`src/rtl/ninjakun_spchr_fetch.sv`:
```
// ninjakun_spchr_fetch: fetches 4 char-ROM bytes per sprite slot and strobes the assembled 32-bit word at slot end
// Optional one-entry word cache enabled by defining NINJAKUN_SPCHR_CACHE_EN.
module ninjakun_spchr_fetch #(
   parameter int SLOT_LEN = 8
) (
   input  logic        VCLKx4,
   input  logic        RESET,
   input  logic [12:0] SPCAD,
   output logic [31:0] SPCDT,
   output logic        SPCFT,
   output logic [14:0] ROM_A,
   output logic        ROM_REQ,
   input  logic [7:0]  ROM_D,
   input  logic        ROM_ACK
);
   typedef enum logic [1:0] {IDLE, REQ, DONE} state_t;
   localparam logic [3:0] LAST = 4'(SLOT_LEN - 1);
   state_t      state_q;
   logic [3:0]  cnt_q;
   logic [12:0] a_q;
   logic [1:0]  bi_q;
   logic [31:0] word_q, spcdt_q;
   logic        spcft_q, req_q;
   logic [14:0] rom_a_q;
   logic        ack, hit;
   logic [31:0] cache_word;
   assign ack     = ROM_ACK && req_q;
   assign SPCDT   = spcdt_q;
   assign SPCFT   = spcft_q;
   assign ROM_A   = rom_a_q;
   assign ROM_REQ = req_q;
`ifdef NINJAKUN_SPCHR_CACHE_EN
   logic [12:0] tag_q;
   logic [31:0] data_q;
   logic        valid_q;
   assign hit        = valid_q && SPCAD == tag_q;
   assign cache_word = data_q;
   always_ff @(posedge VCLKx4) begin
      if (RESET) begin
         valid_q <= 1'b0;
         tag_q   <= '0;
         data_q  <= '0;
      end else if (state_q == REQ && ack && bi_q == 2'd3) begin
         valid_q <= 1'b1;
         tag_q   <= a_q;
         data_q  <= {ROM_D, word_q[23:0]};
      end
   end
`else
   assign hit        = 1'b0;
   assign cache_word = '0;
`endif
   always_ff @(posedge VCLKx4) begin
      if (RESET) begin
         state_q <= IDLE;
         cnt_q   <= '0;
         a_q     <= '0;
         bi_q    <= '0;
         word_q  <= '0;
         spcdt_q <= '0;
         spcft_q <= 1'b0;
         req_q   <= 1'b0;
         rom_a_q <= '0;
      end else begin
         spcft_q <= 1'b0;
         // the counter parks on the last slot cycle until the word is complete
         cnt_q <= (cnt_q != LAST) ? cnt_q + 4'd1 : (state_q == DONE) ? 4'd0 : cnt_q;
         case (state_q)
            IDLE: if (cnt_q == 4'd1) begin
               a_q  <= SPCAD;
               bi_q <= 2'd0;
               if (hit) begin
                  state_q <= DONE;
                  word_q  <= cache_word;
               end else begin
                  state_q <= REQ;
                  req_q   <= 1'b1;
                  rom_a_q <= {SPCAD, 2'b00};
               end
            end
            REQ: if (ack) begin
               word_q[{bi_q, 3'b000} +: 8] <= ROM_D;
               if (bi_q == 2'd3) begin
                  req_q   <= 1'b0;
                  state_q <= DONE;
               end else begin
                  bi_q    <= bi_q + 2'd1;
                  rom_a_q <= {a_q, bi_q + 2'd1};
               end
            end
            DONE: if (cnt_q == LAST) begin
               spcdt_q <= word_q;
               spcft_q <= 1'b1;
               state_q <= IDLE;
            end
            default: state_q <= IDLE;
         endcase
      end
   end
endmodule

```
`config.mk`:
```
export PLATFORM = sky130hd
export DESIGN_NAME = ninjakun_spchr_fetch
export DESIGN_NICKNAME = d
export VERILOG_FILES = /design/src/rtl/ninjakun_spchr_fetch.sv
export SDC_FILE = /design/constraint.sdc
export NUM_CORES = 1
export LEC_CHECK = 0
export BUFFER_PORTS_ARGS = -buffer_cell sky130_fd_sc_hd__buf_2
export CORE_UTILIZATION = 60
export CTS_CLUSTER_SIZE = 16
export DETAILED_ROUTE_END_ITERATION = 16
export GPL_ROUTABILITY_DRIVEN = 1
export PLACE_DENSITY = 0.82
export SYNTH_ARGS = -nofsm -noshare
export SYNTH_HDL_FRONTEND = slang
export SYNTH_SLANG_ARGS = --single-unit
```
`constraint.sdc`:
```
create_clock -name VCLKx4 -period 3.8 [get_ports VCLKx4]
set_input_delay 0.19 -clock VCLKx4 [delete_from_list [all_inputs] [get_ports VCLKx4]]
set_output_delay 0.19 -clock VCLKx4 [all_outputs]
set_load 0.1 [all_outputs]
```
==> flow_metrics.tcl, run 1 <==
set metrics [dict create \
    outcome "finished clean" \
    synth-main-ff-cell "dfxtp_1" \
    fin_nets 565 \
    synth_seq_cells 100 \
    htree_levels 3 \
    power_mw 2.10 \
    synth_area_leaders "dfxtp_1 (46%), a21oi_1 (8.7%), o21ai_0 (8.2%)" \
    synthesis.nets 527 \
    cp.arrival_ns 2.98 \
    wire_per_inst_um 15.3 \
    cts_resized 0 \
    path_cells "nor4b_4 > a22oi_2 > mux2_2" \
    required_ns 4.05 \
    grt_pass1_vias 3286 \
    crit_type "register to register" \
    max_freq_mhz 366 \
    dieWidth_um 86.9 \
    cts_tree "yes" \
    final_common_cell "dfxtp_1" \
    num_antenna_cells 0 \
    postCtsSetupBuffers 0 \
    synth_top_area_cell "dfxtp_1" \
    synth.distinct_cells 34 \
    post-route-min-period_ns 2.73 \
    cts-root-buf "clkbuf_8" \
    grt_use_total_pct 26.6 \
    overflow 0 \
    seq_area_frac_synth_pct 46.3 \
    setup_viol 0 \
    min_path_type "input pin to register" \
    die_y_um 86.9 \
    drt_wl_total_um 9740 \
    ir_drop_mv 0.303 \
    drt_pass1_iterations 5 \
    rsz0062_at_grt "no" \
    power.leakage_nw 1.88 \
    pin_count 73 \
    cpPeakStageDelay_ns 1.07 \
    synth.avg_cell_area_um2 8.72 \
    synthArstFlopShare_pct 0 \
    postRouteAntennaNets 0 \
    initialDrtViolationCount 372 \
    antenna_found_initial 0 \
    initial_core_util_pct 63.0 \
    hold_violations 0 \
    core_area_um2 6870 \
    numClockSinks 100 \
    syn_inst 496 \
    yosys.area.top_type_share_pct 46.3 \
    grt_pass1_wl_um 15700 \
    portBuffers 72 \
    area_growth_pct 11.9 \
    powerDensity_nw_per_um2 434 \
    whs_ns 0.0965 \
    insertion_delay_ns 0.36 \
    rows 30 \
    clock_path_buffers 2 \
    relSlewSlack_pct 20.1 \
    finalMaxSlewViolations 0 \
    cts_hold_buf 0 \
    syn_area_um2 4330 \
    skew_ns 0.00796 \
    cts_buffers 9 \
    crit_slowest_cell "dfxtp_1" \
    gp_congestion 0.842 \
    grt_max_degree 119 \
    clkTransAtPathRegs_ns 0.09 \
    die-area_um2 7560 \
    num_vias 3748 \
    setup_tns_ns 0 \
    critPathMaxFanout 22 \
    worst_pin_slew_ns 1.19 \
    timing.final.crit_share_pct 71.8 \
    synth_edf_count 0 \
    cp-start-kind "register" \
    ys_warn_count 0 \
    final_cell_mix "dfxtp_1 (100), a21oi_1 (75), o21ai_0 (71), buf_2 (71), nand3_1 (48)" \
    worstSetupEndpointType "register" \
    dpl.hpwl_um 6110 \
    drive_gt1_share_pct 19.7 \
    drc_errors 0 \
    cap_viol_max_count 0 \
    via_per_inst 5.90 \
]
## power by group
group          internal [mW]  switching [mW]  total [mW]
combinational         0.0788           0.181       0.260
sequential              1.07          0.0273        1.10
clock                  0.389           0.351       0.740
total                   1.54           0.559        2.10
## path summary, 6_finish.rpt
kind | depth (start not counted) | to | startpoint | slack [ns]
min reg2reg | 2 | SPCDT[10] | word_q[10] | 0.47
max reg2reg | 3 | ROM_A[3] | state_q[0] | 1.07
min | 3 | word_q[4] | ROM_D[4] | 0.1
max | 3 | ROM_A[3] | state_q[0] | 1.07
## metrics by stage
stage	utilization (%)	cell area, um^2	worst slack, ns	instances
floorplan	-	4330	1.22	496
detailed placement	67.3	4620	1.08	619
global route	70.5	4840	0.914	635
CTS	70.5	4840	1.06	635
global placement	67.3	4620	1.19	619
finish	70.5	4840	1.07	635
## per-layer routing
layer / global-route usage, % / vias to the layer above / part of all wire (%)
met1: 37.2 / 1762 / 46
met4: 11.1 / 0 / 1.9
li1: - / 1852 / -
met3: 3.60 / 16 / 5.3
met5: 0 / - / 0
met2: 41.4 / 118 / 47
## registers in the layout (all words and copies together) (netlist names)
register	flops
SPCDT	32
word_q	32
ROM_A	14
a_q	13
cnt_q	4
state_q	2
ROM_REQ	1
SPCFT	1
bi_q	1
## area by class of cell
class	count	area, um^2
multi-input cells	334	2060
fillers	520	2030
flip-flops and latches	100	2000
repair buffers	75	385
clock buffers	12	145
well taps	96	120
clock inverters	4	72.6
inverters	14	52.6
## critical path, delay by kind of cell (launching register included)
kind            cells  cell delay [ns]
flops               1             1.07
compound gates      1             0.88
mux                 1             0.42
simple gates        1             0.25
## cell families after synthesis
kind of cell / after synthesis / share of synthesized area (%)
buf+inv: 62 / 6.07
compound gates: 160 / 19.6
mux: 27 / 7.49
fa+ha+maj: 7 / 2.02
flops: 100 / 46.3
simple gates: 140 / 18.5
## cells in the mapped netlist (7+ instances only)
| cell | number |
|---|---|
| dfxtp_1 | 100 |
| a21oi_1 | 75 |
| o21ai_0 | 71 |
| nand3_1 | 48 |
| clkbuf_1 | 28 |
| nand4_1 | 28 |
| nor2_1 | 21 |
| nor2b_1 | 18 |
| inv_1 | 14 |
| mux2i_1 | 14 |
| buf_2 | 12 |
| mux2_4 | 10 |
| ha_1 | 7 |
Note: power is estimated with default switching activity, not from simulation.
==> run 2: changes to the inputs <==
--- a/config.mk
+++ b/config.mk
@@ -6,11 +6,11 @@
 export NUM_CORES = 1
 export LEC_CHECK = 0
 export BUFFER_PORTS_ARGS = -buffer_cell sky130_fd_sc_hd__buf_2
-export CORE_UTILIZATION = 60
+export CORE_UTILIZATION = 50
 export CTS_CLUSTER_SIZE = 16
 export DETAILED_ROUTE_END_ITERATION = 16
 export GPL_ROUTABILITY_DRIVEN = 1
-export PLACE_DENSITY = 0.82
+export PLACE_DENSITY = 0.73
 export SYNTH_ARGS = -nofsm -noshare
 export SYNTH_HDL_FRONTEND = slang
 export SYNTH_SLANG_ARGS = --single-unit
==> constraint.sdc (replaced) <==
create_clock -name VCLKx4 -period 2.4 [get_ports VCLKx4]
set_input_delay 0.12 -clock VCLKx4 [delete_from_list [all_inputs] [get_ports VCLKx4]]
set_output_delay 0.12 -clock VCLKx4 [all_outputs]
set_load 0.1 [all_outputs]
==> flow_metrics.tcl, run 2 (synthesis gave the netlist of run 1 again) <==
set metrics [dict create \
    outcome "finished clean" \
    worstSetupEndpointType "register" \
    die_y_um 95.0 \
    hold_violations 0 \
    skew_ns 0.0133 \
    cts_hold_buf 0 \
    critPathMaxFanout 10 \
    setup_slack_ns 0.325 \
    placed_cell_area_um2 4760 \
    post-route-min-period_ns 2.08 \
    dpl.hpwl_um 6540 \
    top_layer_used "met4" \
    met3WireLength_um 516 \
    grt_use_total_pct 23.1 \
    core_area_um2 8300 \
    post-route-util_pct 59.6 \
    place_inst 643 \
    num_vias 3760 \
    cp-start-kind "register" \
    drive_gt1_share_pct 22.6 \
    postCtsSetupBuffers 0 \
    grt_pass1_wl_um 16300 \
    whs_ns 0.0261 \
    grt_pass1_vias 3385 \
    antenna_found_initial 0 \
    routed-wl-met2_um 4640 \
    dieWidth_um 95.0 \
    stdcell_count 659 \
    max_freq_mhz 482 \
    initial_core_util_pct 52.1 \
    grt_max_degree 79 \
    fill_cells 780 \
    final_design_area_no_fill_um2 4940 \
    insertion_delay_ns 0.37 \
    place_ws_ns 0.403 \
    powerDensity_nw_per_um2 644 \
    num_antenna_cells 0 \
    final_cell_mix "dfxtp_1 (98), a21oi_1 (75), o21ai_0 (71), buf_2 (71), nand3_1 (48)" \
    finalMaxSlewViolations 0 \
    ir_drop_mv 0.344 \
    htree_levels 3 \
    initialDrtViolationCount 202 \
    min_path_type "input pin to register" \
    final_common_cell "dfxtp_1" \
    relSlewSlack_pct 48.4 \
    power.leakage_nw 1.94 \
    pin_count 73 \
    setup_tns_ns 0 \
    cts_resized 0 \
    crit_type "register to register" \
    via_per_inst 5.71 \
    numClockSinks 100 \
    die-area_um2 9030 \
    drc_errors 0 \
    fin_nets 580 \
    drt_pass1_iterations 4 \
    power_mw 3.18 \
    timing.final.crit_share_pct 86.5 \
    gp_congestion 0.906 \
    cp.arrival_ns 2.34 \
    area_growth_pct 14.3 \
    postRouteAntennaNets 0 \
    cts-root-buf "clkbuf_8" \
    portBuffers 72 \
    overflow 0 \
    cts_tree "yes" \
    required_ns 2.67 \
    rows 33 \
    wire_per_inst_um 15.1 \
    clock_path_buffers 2 \
    clkTransAtPathRegs_ns 0.10 \
    cts_buffers 9 \
    rsz0062_at_grt "no" \
    setup_viol 0 \
    drt_wl_total_um 9940 \
    worst_pin_slew_ns 0.773 \
    cap_viol_max_count 0 \
    wl_met1_um 4740 \
]
==> run 2: changes by cell type in the layout (fill, tap and decap cells not counted), sizes merged <==
cell    previous run  this run
bufinv             2         0
clkbuf            12         9
buf               75        90
clkinv             1         2
inv               14        18
==> run 2: power breakdown <==
group          total, mW  internal (mW)  switching, mW
Clock               1.02          0.393          0.626
Combinational      0.435          0.134          0.301
Sequential          1.73           1.70         0.0281
==> run 2: worst paths after layout <==
| kind | slack [ns] | from | cells after the start | end |
|---|---|---|---|---|
| min reg2reg | 0.47 | word_q[26] | 2 | SPCDT[26] |
| max | 0.32 | bi_q[0] | 5 | word_q[22] |
| max reg2reg | 0.32 | bi_q[0] | 5 | word_q[22] |
| min | 0.03 | SPCAD[0] | 3 | a_q[0] |
==> run 2: worst max-delay path, stage by stage (launching register included) <==
cell	delay (ns)
dfxtp_2	0.43
inv_1	0.12
ha_1	0.42
nor3b_1	0.41
nand4b_1	0.30
o32ai_1	0.30
==> run 2: cell type report <==
| class | instances | area, um^2 | share of cell area [%] |
|---|---|---|---|
| Clock inverter | 7 | 56.3 | 1.14 |
| Multi-Input combinational cell | 334 | 2060 | 41.8 |
| Clock buffer | 9 | 124 | 2.51 |
| Inverter | 14 | 52.6 | 1.06 |
| Timing Repair Buffer | 90 | 510 | 10.3 |
| Sequential cell | 100 | 2000 | 40.5 |
| Tap cell | 105 | 131 | 2.66 |
==> run 2: routing by layer <==
layer / global-route usage (%) / vias to the layer above
met1: 31.4 / 1781
li1: - / 1883
met2: 37.0 / 92
met3: 4.86 / 4
met5: 0 / -
met4: 6.31 / 0
==> run 3: changes to the inputs <==
--- a/config.mk
+++ b/config.mk
@@ -6,11 +6,13 @@
 export NUM_CORES = 1
 export LEC_CHECK = 0
 export BUFFER_PORTS_ARGS = -buffer_cell sky130_fd_sc_hd__buf_2
-export CORE_UTILIZATION = 50
+export CELL_PAD_IN_SITES_DETAIL_PLACEMENT = 0
+export CELL_PAD_IN_SITES_GLOBAL_PLACEMENT = 1
+export CORE_UTILIZATION = 38
 export CTS_CLUSTER_SIZE = 16
 export DETAILED_ROUTE_END_ITERATION = 16
 export GPL_ROUTABILITY_DRIVEN = 1
-export PLACE_DENSITY = 0.73
+export PLACE_DENSITY = 0.74
 export SYNTH_ARGS = -nofsm -noshare
 export SYNTH_HDL_FRONTEND = slang
 export SYNTH_SLANG_ARGS = --single-unit
==> flow_metrics.tcl, run 3 (synthesis gave the netlist of run 1 again) <==
set metrics [dict create \
    htree_levels 3 \
    crit_start "bi_q[0]" \
    pin_count 73 \
    finalMaxSlewViolations 0 \
    drt_pass1_iterations 4 \
    postRouteAntennaNets 0 \
    num_vias 3738 \
    r2r-end "word_q[21]" \
    post-route-min-period_ns 2.09 \
    min_path_type "input pin to register" \
    powerDensity_nw_per_um2 712 \
    fin_nets 582 \
    rsz0062_at_grt "no" \
    area_growth_pct 18.1 \
    insertion_delay_ns 0.34 \
    grt_max_degree 78 \
    postCtsSetupBuffers 0 \
    cp-start-kind "register" \
    ff2ff_path_depth 5 \
    final_common_cell "dfxtp_1" \
    timing.final.crit_share_pct 87.2 \
    critPathMaxFanout 10 \
    met3WireLength_um 517 \
    outcome "finished clean" \
    endpoint "word_q[21]" \
    initial_core_util_pct 39.4 \
    ir_drop_mv 0.307 \
    portBuffers 72 \
    register_area_um2 2000 \
    routed-wl-met2_um 4770 \
    final_cell_mix "dfxtp_1 (98), a21oi_1 (75), o21ai_0 (71), buf_2 (71), nand3_1 (48)" \
    dieWidth_um 109 \
    relSlewSlack_pct 50.4 \
    wl_met1_um 5100 \
    crit_type "register to register" \
    cts_buffers 9 \
    clock_path_buffers 2 \
    die-area_um2 11800 \
    setup_tns_ns 0 \
    gp_congestion 0.852 \
    via_per_inst 5.38 \
    max_freq_mhz 478 \
    required_ns 2.64 \
    worst_pin_slew_ns 0.744 \
    cts_hold_buf 0 \
    cts-root-buf "clkbuf_16" \
    grt_use_total_pct 18.9 \
    die_y_um 109 \
    place_ws_ns 0.394 \
    worstSetupEndpointType "register" \
    fill_cells 1099 \
    drive_gt1_share_pct 22.7 \
    numClockSinks 100 \
    multi_input_area_um2 2060 \
    drc_errors 0 \
    grt_pass1_wl_um 17500 \
    drt_wl_total_um 10500 \
    initialDrtViolationCount 199 \
    clkTransAtPathRegs_ns 0.07 \
    whs_ns 0.0488 \
    rows 38 \
    regToRegSetupSlack_ns 0.31 \
    overflow 0 \
    cts_tree "yes" \
    setup_slack_ns 0.306 \
    hold_violations 0 \
    r2r-start "bi_q[0]" \
    cts_resized 0 \
    num_antenna_cells 0 \
    grt_pass1_vias 3588 \
    top_layer_used "met4" \
    power.leakage_nw 2.00 \
    core_area_um2 11000 \
    dpl.hpwl_um 7180 \
    cp.arrival_ns 2.33 \
    skew_ns 0.00957 \
    cap_viol_max_count 0 \
    setup_viol 0 \
    wire_per_inst_um 15.2 \
    antenna_found_initial 0 \
]
-- run 3: cell types whose count changed in the layout (fill, tap and decap cells not counted) --
cell and change:
buf_12 -1, buf_4 +3, bufinv_16 +1, clkbuf_16 +9
clkbuf_8 -8, inv_6 -3
-- run 3: per-layer routing --
metal	vias up	GRT usage, %
met5	-	0
met4	0	6.47
met3	13	4.18
met2	90	29.7
met1	1747	25.4
li1	1888	-
-- run 3: worst min path at each step --
stage | from | endpoint | slack, ns | depth (start not counted)
3_3_place_gp | SPCAD[3] | a_q[3] | 0.40 | 3
4_1_cts | SPCAD[3] | a_q[3] | 0.04 | 3
3_5_place_dp | ROM_D[4] | word_q[4] | 0.40 | 3
6_report | SPCAD[3] | a_q[3] | 0.05 | 3
5_1_grt | SPCAD[5] | a_q[5] | 0.05 | 3
2_1_floorplan | ROM_D[0] | word_q[0] | 0.27 | 2
-- run 3: report_power, final --
group	internal [mW]	switching, mW	leakage (nW)	total (mW)
Sequential	1.70	0.0302	0.810	1.73
Clock	0.835	0.635	0.145	1.47
Combinational	0.133	0.300	1.04	0.433
-- run 3: layout make-up --
cell class | instances | area share (%)
Clock inverter | 5 | 1.18
Timing Repair Buffer | 92 | 10.0
Inverter | 14 | 1.03
Clock buffer | 10 | 4.68
Multi-Input combinational cell | 334 | 40.4
Sequential cell | 100 | 39.2
Tap cell | 140 | 3.43
-- run 3: per-stage QoR --
step / power, mW / area, um^2 / util (%) / std cells
after global placement: 2.20 / 4810 / 43.8 / 680
after global routing: 3.77 / 5110 / 46.5 / 695
after CTS: 3.68 / 5110 / 46.5 / 695
after floorplan: 2.11 / 4330 / - / 496
after detailed placement: 2.21 / 4810 / 43.8 / 680
final: 3.64 / 5110 / 46.5 / 695
-- run 3: worst max-delay path, cell delays in order, from the launching register on --
cell	delay, ns
dfxtp_2	0.43
inv_1	0.12
ha_1	0.42
nor3b_1	0.41
nand4b_1	0.29
o32ai_1	0.32
